[src/rtl/pc_pkg.sv]
// Shared types for the PC generator: next-PC source select
// and the low-bit mask that enforces 4-byte instruction alignment.
package pc_pkg;

  typedef enum logic [2:0] {
    TRAP,
    REDIRECT,
    RAS,
    HOLD,
    SEQ
  } pc_src_e;

  localparam logic [1:0] ALIGN_MASK = 2'b11;

endpackage

[src/rtl/pc_gen_ras_stack.sv]
// Return-address stack: circular buffer with a top pointer.
// Count saturates at DEPTH; a push when full overwrites the oldest entry.
module ras_stack #(
  parameter int XLEN  = 32,
  parameter int DEPTH = 4
) (
  input  logic                     clk,
  input  logic                     reset,
  input  logic                     push,
  input  logic                     pop,
  input  logic [XLEN-1:0]          push_data,
  output logic [XLEN-1:0]          top,
  output logic [$clog2(DEPTH):0]   count
);

  localparam int PW = $clog2(DEPTH);
  localparam int CW = PW + 1;

  logic [XLEN-1:0] mem [DEPTH];
  logic [PW-1:0]   ptr;
  logic [PW-1:0]   ptr_inc;
  logic [PW-1:0]   ptr_dec;
  logic [PW-1:0]   wr_idx;
  logic            empty;
  logic            full;

  assign ptr_inc = ptr + PW'(1);
  assign ptr_dec = ptr - PW'(1);
  assign empty   = (count == '0);
  assign full    = (count == CW'(DEPTH));
  assign top     = mem[ptr];

  // push+pop together replaces the top in place
  assign wr_idx  = pop ? ptr : ptr_inc;

  always_ff @(posedge clk or posedge reset) begin
    if (reset) begin
      ptr   <= '0;
      count <= '0;
    end else if (push && pop) begin
      ptr   <= ptr;
    end else if (push) begin
      ptr <= ptr_inc;
      if (!full) count <= count + CW'(1);
    end else if (pop && !empty) begin
      ptr   <= ptr_dec;
      count <= count - CW'(1);
    end
  end

  always_ff @(posedge clk) begin
    if (push) mem[wr_idx] <= push_data;
  end

endmodule

[src/rtl/pc_gen.sv]
// Next-PC generator: trap > redirect > RAS return > stall > pc+4.
// Loaded targets are force-aligned and flagged when misaligned.
module pc_gen
  import pc_pkg::*;
#(
  parameter int              XLEN      = 32,
  parameter logic [XLEN-1:0] RESET_VEC = '0,
  parameter int              RAS_DEPTH = 4
) (
  input  logic                         clk,
  input  logic                         reset,
  input  logic                         stall,
  input  logic                         trap_valid,
  input  logic [XLEN-1:0]              trap_target,
  input  logic                         redirect_valid,
  input  logic [XLEN-1:0]              redirect_target,
  input  logic                         call_push,
  input  logic                         ret_pop,
  output logic [XLEN-1:0]              pc,
  output logic [XLEN-1:0]              pc_plus4,
  output logic                         misaligned,
  output logic                         ret_miss,
  output logic [$clog2(RAS_DEPTH):0]   ras_count
);

  localparam logic [XLEN-1:0] KEEP_MASK =
    ~{{(XLEN-2){1'b0}}, ALIGN_MASK};

  logic            accept;
  logic            push_acc;
  logic            pop_acc;
  logic            ras_empty;
  logic            ras_pop;
  logic [XLEN-1:0] ras_top;
  logic [XLEN-1:0] raw;
  logic [XLEN-1:0] next_pc;
  logic            load;
  pc_src_e         src;

  assign pc_plus4  = pc + XLEN'(4);
  assign accept    = !stall && !trap_valid && !redirect_valid;
  assign push_acc  = accept && call_push;
  assign pop_acc   = accept && ret_pop;
  assign ras_empty = (ras_count == '0);
  assign ras_pop   = pop_acc && !ras_empty;

  always_comb begin
    src = SEQ;
    priority case (1'b1)
      trap_valid:     src = TRAP;
      redirect_valid: src = REDIRECT;
      ras_pop:        src = RAS;
      stall:          src = HOLD;
      default:        src = SEQ;
    endcase
  end

  always_comb begin
    raw     = '0;
    load    = 1'b0;
    next_pc = pc_plus4;
    case (src)
      TRAP:     begin raw = trap_target;     load = 1'b1; end
      REDIRECT: begin raw = redirect_target; load = 1'b1; end
      RAS:      begin raw = ras_top;         load = 1'b1; end
      HOLD:     next_pc = pc;
      default:  next_pc = pc_plus4;
    endcase
    if (load) next_pc = raw & KEEP_MASK;
  end

  always_ff @(posedge clk or posedge reset) begin
    if (reset) begin
      pc         <= RESET_VEC;
      misaligned <= 1'b0;
      ret_miss   <= 1'b0;
    end else begin
      pc         <= next_pc;
      misaligned <= load && |(raw[1:0] & ALIGN_MASK);
      // a combined call+return on an empty stack is just a call
      ret_miss   <= pop_acc && !push_acc && ras_empty;
    end
  end

  ras_stack #(
    .XLEN  (XLEN),
    .DEPTH (RAS_DEPTH)
  ) u_ras (
    .clk       (clk),
    .reset     (reset),
    .push      (push_acc),
    .pop       (ras_pop),
    .push_data (pc_plus4),
    .top       (ras_top),
    .count     (ras_count)
  );

endmodule

[config.mk]
export PLATFORM = sky130hd
export DESIGN_NAME = pc_gen
export DESIGN_NICKNAME = d
export VERILOG_FILES = /design/src/rtl/pc_pkg.sv /design/src/rtl/pc_gen_ras_stack.sv /design/src/rtl/pc_gen.sv
export SDC_FILE = /design/constraint.sdc
export NUM_CORES = 1
export LEC_CHECK = 0
export ABC_AREA = 0
export CAP_MARGIN = 20
export CELL_PAD_IN_SITES_DETAIL_PLACEMENT = 1
export CELL_PAD_IN_SITES_GLOBAL_PLACEMENT = 2
export CORE_AREA = 2 2 155 157
export CTS_CLUSTER_DIAMETER = 30
export CTS_CLUSTER_SIZE = 8
export DETAILED_ROUTE_END_ITERATION = 10
export DIE_AREA = 0 0 157 159
export GPL_TIMING_DRIVEN = 0
export HOLD_SLACK_MARGIN = 0.15
export PLACE_DENSITY = 0.84
export SYNTH_ARGS = -nofsm -noshare
export SYNTH_HDL_FRONTEND = slang
export SYNTH_SLANG_ARGS = --single-unit
export TNS_END_PERCENT = 5
[constraint.sdc]
create_clock -name clk -period 3.73 [get_ports clk]
set_clock_uncertainty 0.1 [all_clocks]
set_input_delay 1.119 -clock clk [delete_from_list [all_inputs] [get_ports clk]]
set_output_delay 1.119 -clock clk [all_outputs]
set_load 0.01 [all_outputs]
### Yosys cells after proc, flatten, opt, wreduce, memory -nomap -nowiden

Memories as Yosys holds them, arrays and structs flattened.
Index checks and enable logic that the tools add are counted.

| storage, ports and cells | value |
|---|---|
| register bits after elaboration | 39 |
| bits in latches | 0 |
| RAM bits | 128 |
| bits in read-only memories | 0 |
| input port bits | 71 |
| output and inout port bits | 69 |
| logic and storage cells | 56 |
| memories | 1 |

| cells by class | value |
|---|---|
| $add $sub $neg | 5 |
| multipliers | 0 |
| divide/modulo/power cells | 0 |
| order comparisons | 0 |
| eq/ne operators | 6 |
| shift operators | 0 |
| muxes and demuxes | 16 |
| bitwise operators | 1 |
| reduce and logical (&&, ||, !) cells | 22 |

Memories:

| memory | depth | width | rd ports | clocked after Yosys merged registers in | wr ports | line | source |
|---|---|---|---|---|---|---|---|
| u_ras.mem | 4 | 32 | 1 | 0 | 1 | pc_gen_ras_stack.sv:19 | `logic [XLEN-1:0] mem [DEPTH];` |

Operators with widths:

| kind | number |
|---|---|
| $pmux W32 S3 | 1 |
| $mux W32 | 2 |
| $add A32 B3 Y32 const B | 1 |
| $mux W3 | 7 |
| $logic_and A1 B1 Y1 | 10 |
| $eq A3 B2 Y1 const B | 2 |
| $logic_not A3 Y1 | 2 |
| $mux W2 | 3 |
| $logic_not A1 Y1 | 5 |
| $ne A2 B2 Y1 const B | 2 |
| $add A3 B1 Y3 const B | 1 |
| $eq A3 B1 Y1 const B | 1 |
| $eq A3 B3 Y1 const B | 1 |
| $mux W1 | 3 |
| $reduce_and A3 Y1 | 1 |
| $reduce_or A3 Y1 | 1 |
| $sub A3 B1 Y3 const B | 1 |
| $add A2 B1 Y2 const B | 1 |
| $reduce_and A2 Y1 | 1 |
| $reduce_bool A2 Y1 | 1 |
| $reduce_or A2 Y1 | 1 |
| $sub A2 B1 Y2 const B | 1 |
| $not A1 Y1 | 1 |

### Depth between registers and ports, before layout

Gate-level depths: netlist (run 1).

| depth | value |
|---|---|
| depth after elaboration | 12 |
| gate-level depth with buffers | 11 |
| depth with buffers taken out | 8 |

### Hierarchy

From an unflattened synthesis (run 1), not the netlist that was laid out.

| unflattened totals | value |
|---|---|
| cells, all modules | 524 |
| area, all modules | 7589.8 um^2 |

Modules (own cells, without submodules):

| module | times used | cells an instance | area each (um^2) |
|---|---|---|---|
| ras_stack | 1 | 213 | 5029.8 |
| pc_gen | 1 | 311 | 2560.0 |

### Worst setup path before layout (run 1)

Ideal clock, no wire load.

| timing | value |
|---|---|
| kind | input -> register |
| start point | in redirect_valid |
| end point | mem u_ras.mem[2][10] (enable) |
| data arrival time | 3708 ps |
| data required time | 3203 ps |
| setup slack | -505 ps |
| stages | 8 |
| path buffers | 3 |
| cell sequence | clkbuf_1 nor3_1 nand2_1 inv_1 buf_2 buf_2 nand3b_1 a21oi_1 |

| between the ends | value |
|---|---|
| longest elaborated chain between the ends | 5 |
| elaborated cells on any way between the ends | 8 |

Ends and longest elaborated chain:

| item | line | source |
|---|---|---|
| start, declared | pc_gen.sv:15 | `input logic redirect_valid,` |
| $logic_not A1 Y1 * | pc_gen.sv:41 | `assign accept = !stall && !trap_valid && !redirect_valid;` |
| $logic_and A1 B1 Y1 * | pc_gen.sv:41 |  |
| $logic_and A1 B1 Y1, on equally long branches | pc_gen.sv:42, pc_gen.sv:43 |  |
| $mux W1 or $logic_and A1 B1 Y1 (tied branches) | pc_gen_ras_stack.sv:52, pc_gen.sv:45 |  |
| $mux W1 (implied by the code) or $mux W2 (tied branches) | pc_gen_ras_stack.sv:52, pc_gen_ras_stack.sv:34 |  |
| end, declared | pc_gen_ras_stack.sv:19 |  |

Every way passes the cells marked *; elsewhere a longest branch is shown, timed or not.

### Worst setup path after layout (run 1)

| timing | value |
|---|---|
| start point | reg pc[6] |
| end point | out pc_plus4[25] |

| between the ends | value |
|---|---|
| longest elaborated chain between the ends | 1 |

Ends and longest elaborated chain:

| item | line | source |
|---|---|---|
| start, declared | pc_gen.sv:19 | `output logic [XLEN-1:0] pc,` |
| start signal, assigned | pc_gen.sv:78 | `pc <= next_pc;` |
| $add A32 B3 Y32 | pc_gen.sv:40 | `assign pc_plus4 = pc + XLEN'(4);` |
| end, declared | pc_gen.sv:20 | `output logic [XLEN-1:0] pc_plus4,` |

No other way between the ends.

==> results of run 1 <==
[cell usage after synthesis, types with 7 or more instances]
master,number,share of area
o21ai_0,9,0.0062
a221o_1,23,0.031
nor2_1,22,0.011
nor3_1,8,0.0055
a21o_1,17,0.017
xor2_1,11,0.013
nand2_1,56,0.029
xnor2_1,24,0.029
edfxtp_1,120,0.49
buf_2,7,0.0048
dfrtp_1,37,0.13
clkbuf_1,21,0.011
a21oi_1,32,0.022
nand3_1,14,0.0096
mux4_2,29,0.089
inv_1,7,0.0036
nand4_1,9,0.0077
nand3b_1,20,0.021
[sequential cells by signal, indices dropped and copies added (netlist names)]
name,count
u_ras.count,3
misaligned,1
ret_miss,1
u_ras.mem,120
u_ras.ptr,2
pc,30
[worst max-delay path, stage by stage, from the launching register on]
cell	delay (ns)
dfrtp_1	0.47
nand3_1	0.20
nor4_4	0.33
buf_4	0.22
nand2_1	0.10
xnor2_2	0.29
clkdlybuf4s50_1	0.61
[report_power, final]
| group | switching (mW) | total (mW) | internal, mW |
|---|---|---|---|
| registers | 0.144 | 2.20 | 2.05 |
| clock network | 0.662 | 1.77 | 1.11 |
| logic | 0.800 | 1.60 | 0.797 |
| total | 1.61 | 5.57 | 3.96 |
[how the worst max path moves through the flow]
stage	from	end	slack (ns)
6_report	pc[6]$_DFFE_PP0P_	pc_plus4[25]	-0.14
5_1_grt	pc[14]$_DFFE_PP0P_	pc_plus4[25]	-0.23
4_1_cts	pc[4]$_DFFE_PP0P_	pc_plus4[23]	-0.19
3_5_place_dp	pc[2]$_DFFE_PP0P_	pc_plus4[20]	-1.13
3_3_place_gp	ret_pop	u_ras.mem[0][20]$_DFFE_PP_	-2.12
2_1_floorplan	redirect_valid	u_ras.mem[0][10]$_DFFE_PP_	-0.26
[kinds of logic after synthesis]
logic type,share of synthesized area
XOR/XNOR,0.0419
flip-flops,0.619
other,0.000513
AND/OR/NAND/NOR,0.110
adder cells (fa/ha/maj),0.00787
multiplexers,0.0985
buffers and inverters,0.0304
AO/OA/AOI/OAI,0.0919
[stage by stage]
stage	area (µm²)	TNS (ns)	total power [mW]	instances	setup WS (ns)
global route	10300	-0.814	5.77	1040	-0.232
floorplan	7330	-11.45	3.06	522	-0.262
CTS	10200	-0.728	5.56	1035	-0.188
detailed placement	9170	-38.56	3.71	978	-1.13
global placement	9060	-194.72	3.64	974	-2.12
finish	10300	-0.329	5.57	1040	-0.138
[routing by layer]
layer / up-vias / part of all wire / GRT usage
met5: - / 0 / 0
met1: 2838 / 0.42 / 0.257
met2: 256 / 0.50 / 0.328
met3: 36 / 0.061 / 0.0425
li1: 2381 / - / -
met4: 0 / 0.021 / 0.0663
[cell type report]
type,count,area (µm²)
fillers,2355,12900
flip-flops and latches,157,4550
multi-input cells,321,2880
repair buffers,167,1630
clock buffers,23,448
well taps,319,399
plain buffers,37,208
clock inverters,9,143
inverters,7,26.3
[repair_timing]
action / 4_1_cts / 5_1_grt
gates resized for setup: 60 / 19
setup endpoints to repair: 46 / 68
setup buffers: 25 / 5
endpoints found under the hold margin: 0 / 0
pin swaps: 17 / 5
hold buffers: 0 / 0
==> impl_metrics.py, run 1 <==
metrics = {
    "outcome": {
        "status": "complete, but fails checks",
        "violations": "setup timing",
    },
    "sta": {
        "rsz0062_at_grt": "true",
        "maxSlewViolCount": 0,
        "relSlewSlack": 0.391,
        "finalHoldViolations": 0,
        "setup_violations": 3,
        "worst-slew-pin-transition_ns": 0.914,
        "setup_slack_ns": -0.138,
        "finalCritPeriodShare": 1.04,
        "fin_crit_ns": 3.87,
        "max_freq_mhz": 259,
        "timing.hold.ws_ns": 0.487,
    },
    "die": {
        "die_area_um2": 25000,
        "ioPinCount": 140,
        "rows": 56,
        "die_w_um": 157,
        "die_h_um": 159,
        "core_area_um2": 23200,
        "start_util": 0.315,
    },
    "worst_hold_path": {
        "hp-class": "flop to flop",
        "min-delay-start": "u_ras.count[2]$_DFFE_PP0P_",
        "hold_end": "u_ras.count[2]$_DFFE_PP0P_",
        "hold_depth": 1,
    },
    "drt": {
        "antenna_left": 0,
        "routed_wl_mm": 24.4,
        "vias": 5511,
        "vias_per_cell": 5.30,
        "first_pass_iters": 5,
        "wl_per_cell_um": 23.4,
        "drtIter0Drc": 429,
        "drcViolationCount": 0,
    },
    "critical_path": {
        "worstReg2RegStart": "u_ras.count[0]$_DFFE_PP0P_",
        "rr_endpoint": "u_ras.mem[3][31]$_DFFE_PP_",
        "worst_r2r_path_depth": 8,
        "cp_max_fo": 7,
        "crit_path_end_kind": "output pin",
        "crit_arrival_ns": 2.65,
        "r2r_slack_ns": 0.76,
        "critPathKind": "flop to output pin",
        "start_kind": "flop",
        "required_ns": 2.51,
    },
    "global_routing": {
        "grt_pass1_vias": 5912,
        "grt_use_total": 0.198,
        "antenna_found_initial": 0,
        "grt_max_degree": 31,
        "global_route.overflow_total": 0,
        "grt_pass1_wl_mm": 36.2,
    },
    "synthesis": {
        "ys_seq_area_frac": 0.619,
        "ys_warn_count": 0,
        "syn_avg_cell_area_um2": 14.1,
        "synth_seq_cells": 157,
        "synth_cell_types": 46,
        "netlist_instances": 519,
        "ys_async_sr_fraction": 0.236,
        "synthFlopType": "edfxtp_1",
        "synth_edf_count": 120,
        "netlist_area_um2": 7310,
    },
    "power": {
        "p_per_area_nw_per_um2": 542,
        "irDropWorstVdd_uv": 316,
        "leakagePower_nw": 3.82,
    },
    "placement": {
        "portBuffers": 133,
        "gp_congestion": 0.833,
        "post-dp-hpwl_mm": 16.3,
    },
    "clocking": {
        "cts.sinks": 157,
        "cts_tree": "yes",
        "clock_path_buffers": 2,
        "clk_pin_slew_ns": 0.06,
        "htree_levels": 4,
        "insertion_delay_ns": 0.42,
        "cts_buffers": 17,
        "cts-root-buf": "clkbuf_16",
    },
    "layout": {
        "utilization": 0.443,
        "area_growth_pct": 40.5,
        "final_nets": 783,
        "final_common_cell": "edfxtp_1",
        "diodes": 0,
        "drive_above_1_share": 0.222,
        "final_cell_mix": "120 x edfxtp_1, 115 x clkdlybuf4s50_1, 56 x nand2_1",
    },
    "run": {
        "maxCapViolCount": 0,
    },
}
Power figures use the tool's default switching activity.
==> inputs of run 2 (changes only) <==
--- a/config.mk
+++ b/config.mk
@@ -9,11 +9,11 @@
 export CAP_MARGIN = 20
 export CELL_PAD_IN_SITES_DETAIL_PLACEMENT = 1
 export CELL_PAD_IN_SITES_GLOBAL_PLACEMENT = 2
-export CORE_AREA = 2 2 155 157
+export CORE_AREA = 4 4 157 159
 export CTS_CLUSTER_DIAMETER = 30
 export CTS_CLUSTER_SIZE = 8
 export DETAILED_ROUTE_END_ITERATION = 10
-export DIE_AREA = 0 0 157 159
+export DIE_AREA = 0 0 161 163
 export GPL_TIMING_DRIVEN = 0
 export HOLD_SLACK_MARGIN = 0.15
 export PLACE_DENSITY = 0.84
==> impl_metrics.py, run 2 (synthesis results as in run 1) <==
metrics = {
    "clocking": {
        "insertion_delay_ns": 0.43,
        "cts_tree": "yes",
        "clock_path_buffers": 2,
        "holdBufCountCts": 0,
        "htree_levels": 4,
        "cts-root-buf": "clkbuf_16",
        "cts_buffers": 17,
        "clk_pin_slew_ns": 0.06,
        "cts.sinks": 157,
    },
    "critical_path": {
        "crit_arrival_ns": 2.74,
        "cpMaxStageDelayCell": "dfrtp_2",
        "crit_chain": "nand4_1 -> buf_4 -> or4_4 -> nor4_4 -> xor2_2 -> dlygate4sd2_1",
        "cp_max_fo": 6,
        "worst_r2r_path_depth": 11,
        "r2r_slack_ns": 0.62,
        "max_stage_delay_ns": 0.47,
        "rr_endpoint": "u_ras.mem[2][19]$_DFFE_PP_",
        "critPathKind": "flop to output pin",
        "start_kind": "flop",
        "crit_path_end_kind": "output pin",
        "worstReg2RegStart": "u_ras.count[0]$_DFFE_PP0P_",
        "required_ns": 2.51,
    },
    "layout": {
        "area_growth_pct": 40.5,
        "reg_top3": "u_ras.mem: 120 flops, pc: 30 flops, u_ras.count: 3 flops",
        "diodes": 0,
        "largest_register_ff_count": 120,
        "utilization": 0.442,
        "drive_above_1_share": 0.225,
        "final_nets": 779,
        "final_common_cell": "edfxtp_1",
        "final_cell_mix": "120 x edfxtp_1, 114 x clkdlybuf4s50_1, 56 x nand2_1",
        "regMostFlops": "u_ras.mem",
    },
    "placement": {
        "post-dp-hpwl_mm": 16.4,
        "gp_congestion": 0.829,
        "portBuffers": 133,
        "dp_slack_ns": -1.09,
    },
    "power": {
        "leakagePower_nw": 3.83,
        "p_per_area_nw_per_um2": 531,
        "p_switching_mw": 1.63,
        "irDropWorstVdd_uv": 288,
        "pwr-share-seq": 0.404,
        "switching_share": 0.299,
        "p_comb_frac": 0.286,
        "intPower_mw": 3.83,
        "p_clk_frac": 0.310,
    },
    "worst_hold_path": {
        "hp-class": "flop to flop",
        "min-delay-start": "u_ras.count[2]$_DFFE_PP0P_",
        "hold_depth": 1,
        "hold_end": "u_ras.count[2]$_DFFE_PP0P_",
    },
    "die": {
        "ioPinCount": 140,
        "start_util": 0.314,
        "rows": 56,
        "die_area_um2": 26200,
        "core_area_um2": 23300,
        "die_h_um": 163,
        "die_w_um": 161,
    },
    "global_routing": {
        "grt_pass1_vias": 5986,
        "global_route.overflow_total": 0,
        "grt_use_total": 0.188,
        "antenna_found_initial": 0,
        "grt_pass1_wl_mm": 36.8,
        "grt_max_degree": 31,
    },
    "sta": {
        "relSlewSlack": 0.378,
        "tns_ns": -0.563,
        "finalCritPeriodShare": 1.06,
        "worst-slew-pin-transition_ns": 0.933,
        "timing.hold.ws_ns": 0.471,
        "maxSlewViolCount": 0,
        "fin_crit_ns": 3.95,
        "max_freq_mhz": 253,
        "rsz0062_at_grt": "true",
        "setup_violations": 5,
        "finalHoldViolations": 0,
        "setup_slack_ns": -0.225,
    },
    "drt": {
        "vias": 5449,
        "drtIter0Drc": 371,
        "vias_per_cell": 5.26,
        "first_pass_iters": 5,
        "drcViolationCount": 0,
        "antenna_left": 0,
        "routed_wl_mm": 24.5,
        "wl_per_cell_um": 23.7,
    },
    "outcome": {
        "violations": "setup timing",
        "status": "complete, but fails checks",
    },
    "run": {
        "maxCapViolCount": 0,
    },
}
==> run 2: layout make-up <==
cell class | count | area (µm²)
Fill cell | 2432 | 13000
Clock buffer | 19 | 443
Buffer | 37 | 204
Clock inverter | 13 | 124
Multi-Input combinational cell | 321 | 2920
Tap cell | 319 | 399
Inverter | 7 | 26.3
Sequential cell | 157 | 4540
Timing Repair Buffer | 163 | 1620
==> run 2: power by group through the flow <==
stage	Combinational [mW]	Sequential (mW)	Clock [mW]
after floorplan	0.857	2.21	0
after global placement	1.43	2.22	0
after detailed placement	1.49	2.23	0
after CTS	1.56	2.20	1.71
after global routing	1.68	2.22	1.80
final	1.56	2.20	1.69
==> run 2: worst max-delay path by stage <==
stage,endpoint,start,cells past startpoint
global placement,u_ras.mem[0][20]$_DFFE_PP_,ret_pop,6
finish,pc_plus4[24],pc[12]$_DFFE_PP0P_,6
detailed placement,pc_plus4[20],pc[2]$_DFFE_PP0P_,6
global route,pc_plus4[24],pc[12]$_DFFE_PP0P_,6
floorplan,u_ras.mem[0][10]$_DFFE_PP_,redirect_valid,5
CTS,pc_plus4[27],pc[4]$_DFFE_PP0P_,7
==> run 2: timing repair <==
item / in CTS / in global routing
resized for setup: 63 / 18
setup buffers: 20 / 6
endpoints found under the setup margin: 56 / 36
pin swaps: 17 / 11
==> run 2: critical path: cells and delay by family, from the launching register on <==
kind | cells | cell delay (ns)
flip-flops | 1 | 0.47
XOR/XNOR | 1 | 0.22
AND/OR/NAND/NOR | 3 | 1.08
buffers and inverters | 2 | 0.53
==> run 2: metal layers <==
layer,track usage,share of wire,vias to the layer above,routed length [µm]
met3,0.0430,0.064,40,1580
met2,0.313,0.50,235,12200
met4,0.0601,0.019,0,472
met1,0.247,0.42,2803,10300
li1,-,-,2371,-
met5,0,0,-,0
==> run 2: metrics by stage <==
stage          power [mW]  area, µm²  cells
5_1_grt              5.70      10300   1036
6_report             5.46      10300   1036
2_1_floorplan        3.06       7330    522
4_1_cts              5.47      10200   1030
3_5_place_dp         3.72       9180    978
3_3_place_gp         3.64       9060    974
==> inputs of run 3 (changes only) <==
--- a/config.mk
+++ b/config.mk
@@ -9,14 +9,14 @@
 export CAP_MARGIN = 20
 export CELL_PAD_IN_SITES_DETAIL_PLACEMENT = 1
 export CELL_PAD_IN_SITES_GLOBAL_PLACEMENT = 2
-export CORE_AREA = 4 4 157 159
+export CORE_AREA = 4 4 150 152
 export CTS_CLUSTER_DIAMETER = 30
 export CTS_CLUSTER_SIZE = 8
 export DETAILED_ROUTE_END_ITERATION = 10
-export DIE_AREA = 0 0 161 163
+export DIE_AREA = 0 0 154 156
 export GPL_TIMING_DRIVEN = 0
 export HOLD_SLACK_MARGIN = 0.15
-export PLACE_DENSITY = 0.84
+export PLACE_DENSITY = 0.87
 export SYNTH_ARGS = -nofsm -noshare
 export SYNTH_HDL_FRONTEND = slang
 export SYNTH_SLANG_ARGS = --single-unit
==> constraint.sdc (replaced) <==
create_clock -name clk -period 3.65 [get_ports clk]
set_clock_uncertainty 0.1 [all_clocks]
set_input_delay 1.095 -clock clk [delete_from_list [all_inputs] [get_ports clk]]
set_output_delay 1.095 -clock clk [all_outputs]
set_load 0.01 [all_outputs]
==> impl_metrics.py, run 3 (synthesis results as in run 1) <==
metrics = {
    "critical_path": {
        "crit_arrival_ns": 2.70,
        "rr_endpoint": "u_ras.mem[1][19]$_DFFE_PP_",
        "critPathKind": "flop to output pin",
        "required_ns": 2.45,
        "cp_max_fo": 7,
        "start_kind": "flop",
        "worstReg2RegStart": "u_ras.count[0]$_DFFE_PP0P_",
        "r2r_slack_ns": 0.76,
        "worst_r2r_path_depth": 10,
        "crit_path_end_kind": "output pin",
    },
    "sta": {
        "rsz0062_at_grt": "true",
        "worst-slew-pin-transition_ns": 0.790,
        "maxSlewViolCount": 0,
        "finalHoldViolations": 0,
        "tns_ns": -0.957,
        "fin_crit_ns": 3.89,
        "setup_violations": 6,
        "max_freq_mhz": 257,
        "relSlewSlack": 0.473,
        "finalCritPeriodShare": 1.07,
        "setup_slack_ns": -0.243,
        "timing.hold.ws_ns": 0.486,
    },
    "layout": {
        "reg_top3": "u_ras.mem: 120 flops, pc: 30 flops, u_ras.count: 3 flops",
        "final_nets": 785,
        "diodes": 0,
        "largest_register_ff_count": 120,
        "final_cell_mix": "120 x edfxtp_1, 116 x clkdlybuf4s50_1, 56 x nand2_1",
        "drive_above_1_share": 0.235,
        "fillers": 2101,
        "utilization": 0.489,
        "regMostFlops": "u_ras.mem",
        "area_growth_pct": 40.5,
        "final_common_cell": "edfxtp_1",
    },
    "clocking": {
        "clk_pin_slew_ns": 0.06,
        "cts_tree": "yes",
        "htree_levels": 4,
        "cts_buffers": 17,
        "cts.sinks": 157,
        "clock_path_buffers": 2,
        "holdBufCountCts": 0,
        "insertion_delay_ns": 0.43,
        "cts-root-buf": "clkbuf_16",
    },
    "global_routing": {
        "antenna_found_initial": 0,
        "grt_use_total": 0.205,
        "grt_max_degree": 31,
        "grt_pass1_wl_mm": 37.0,
        "global_route.overflow_total": 0,
        "grt_pass1_vias": 6084,
    },
    "worst_hold_path": {
        "hold_depth": 1,
        "min-delay-start": "u_ras.count[2]$_DFFE_PP0P_",
        "hp-class": "flop to flop",
        "hold_end": "u_ras.count[2]$_DFFE_PP0P_",
    },
    "drt": {
        "drtIter0Drc": 503,
        "vias": 5503,
        "routed_wl_mm": 24.6,
        "antenna_left": 0,
        "vias_per_cell": 5.51,
        "wl_per_cell_um": 24.7,
        "drcViolationCount": 0,
        "first_pass_iters": 5,
    },
    "die": {
        "start_util": 0.348,
        "die_h_um": 156,
        "ioPinCount": 140,
        "rows": 53,
        "die_area_um2": 24000,
        "core_area_um2": 21000,
        "die_w_um": 154,
    },
    "placement": {
        "gp_congestion": 0.805,
        "portBuffers": 133,
        "dp_slack_ns": -0.928,
        "post-dp-hpwl_mm": 16.2,
    },
    "power": {
        "p_per_area_nw_per_um2": 544,
        "irDropWorstVdd_uv": 371,
        "leakagePower_nw": 3.85,
    },
    "outcome": {
        "status": "complete, but fails checks",
        "violations": "setup timing",
    },
    "run": {
        "maxCapViolCount": 0,
    },
}
run 3: cell count changes in the layout (fill, tap and decap cells not counted), sizes merged:
cell,previous run,this run
clkinvlp,3,0
clkdlybuf4s50,114,116
buf,43,49
dlymetal6s2s,6,5
dlygate4sd2,11,9
clkbuf,45,49
run 3: power breakdown:
| part | internal, mW | leakage (nW) | switching, mW | total [mW] |
|---|---|---|---|---|
| clock | 1.03 | 0.280 | 0.685 | 1.71 |
| sequential | 2.10 | 1.52 | 0.156 | 2.25 |
| combinational | 0.818 | 2.05 | 0.813 | 1.63 |
| total | 3.94 | 3.85 | 1.65 | 5.60 |
run 3: routing by layer:
| layer | global-route usage | share of wire | up-vias |
|---|---|---|---|
| met5 | 0 | 0 | - |
| met4 | 0.0580 | 0.016 | 0 |
| met3 | 0.0530 | 0.079 | 26 |
| met2 | 0.352 | 0.50 | 267 |
| met1 | 0.258 | 0.40 | 2827 |
| li1 | - | - | 2383 |
run 3: final cells by class:
cell class	instances	area (µm²)	area share
Clock inverter	10	96.3	0.00937
Multi-Input combinational cell	321	2930	0.285
Inverter	7	26.3	0.00256
Tap cell	275	344	0.0335
Buffer	37	201	0.0196
Timing Repair Buffer	169	1670	0.163
Sequential cell	157	4550	0.442
Clock buffer	22	464	0.0452
run 3: per-stage QoR:
step	cells	instance area (µm²)	total power, mW
floorplan	522	7330	3.13
detailed placement	934	9130	3.80
global placement	930	9000	3.72
global route	998	10300	5.84
CTS	986	10100	5.58
finish	998	10300	5.60
run 3: how the worst max path moves through the flow:
| stage | from | to | slack, ns |
|---|---|---|---|
| global route | pc[2]$_DFFE_PP0P_ | pc_plus4[20] | -0.37 |
| detailed placement | pc[2]$_DFFE_PP0P_ | pc_plus4[20] | -0.93 |
| CTS | pc[4]$_DFFE_PP0P_ | pc_plus4[15] | -0.32 |
| finish | pc[2]$_DFFE_PP0P_ | pc_plus4[20] | -0.24 |
| floorplan | redirect_valid | u_ras.mem[0][10]$_DFFE_PP_ | -0.32 |
| global placement | ret_pop | u_ras.mem[0][20]$_DFFE_PP_ | -2.19 |
run 3: timing repair:
action | in CTS | in global routing
resized for setup | 57 | 30
setup endpoints to repair | 56 | 85
pin swaps | 15 | 11
buffers inserted | 20 | 12
run 3: worst max-delay path, stage by stage (launching register included):
cell             delay, ns
dfrtp_2               0.49
ha_4                  0.21
nand4_1               0.12
buf_6                 0.17
nor4_4                0.28
nand4_1               0.20
xnor2_2               0.22
clkdlybuf4s50_1       0.58
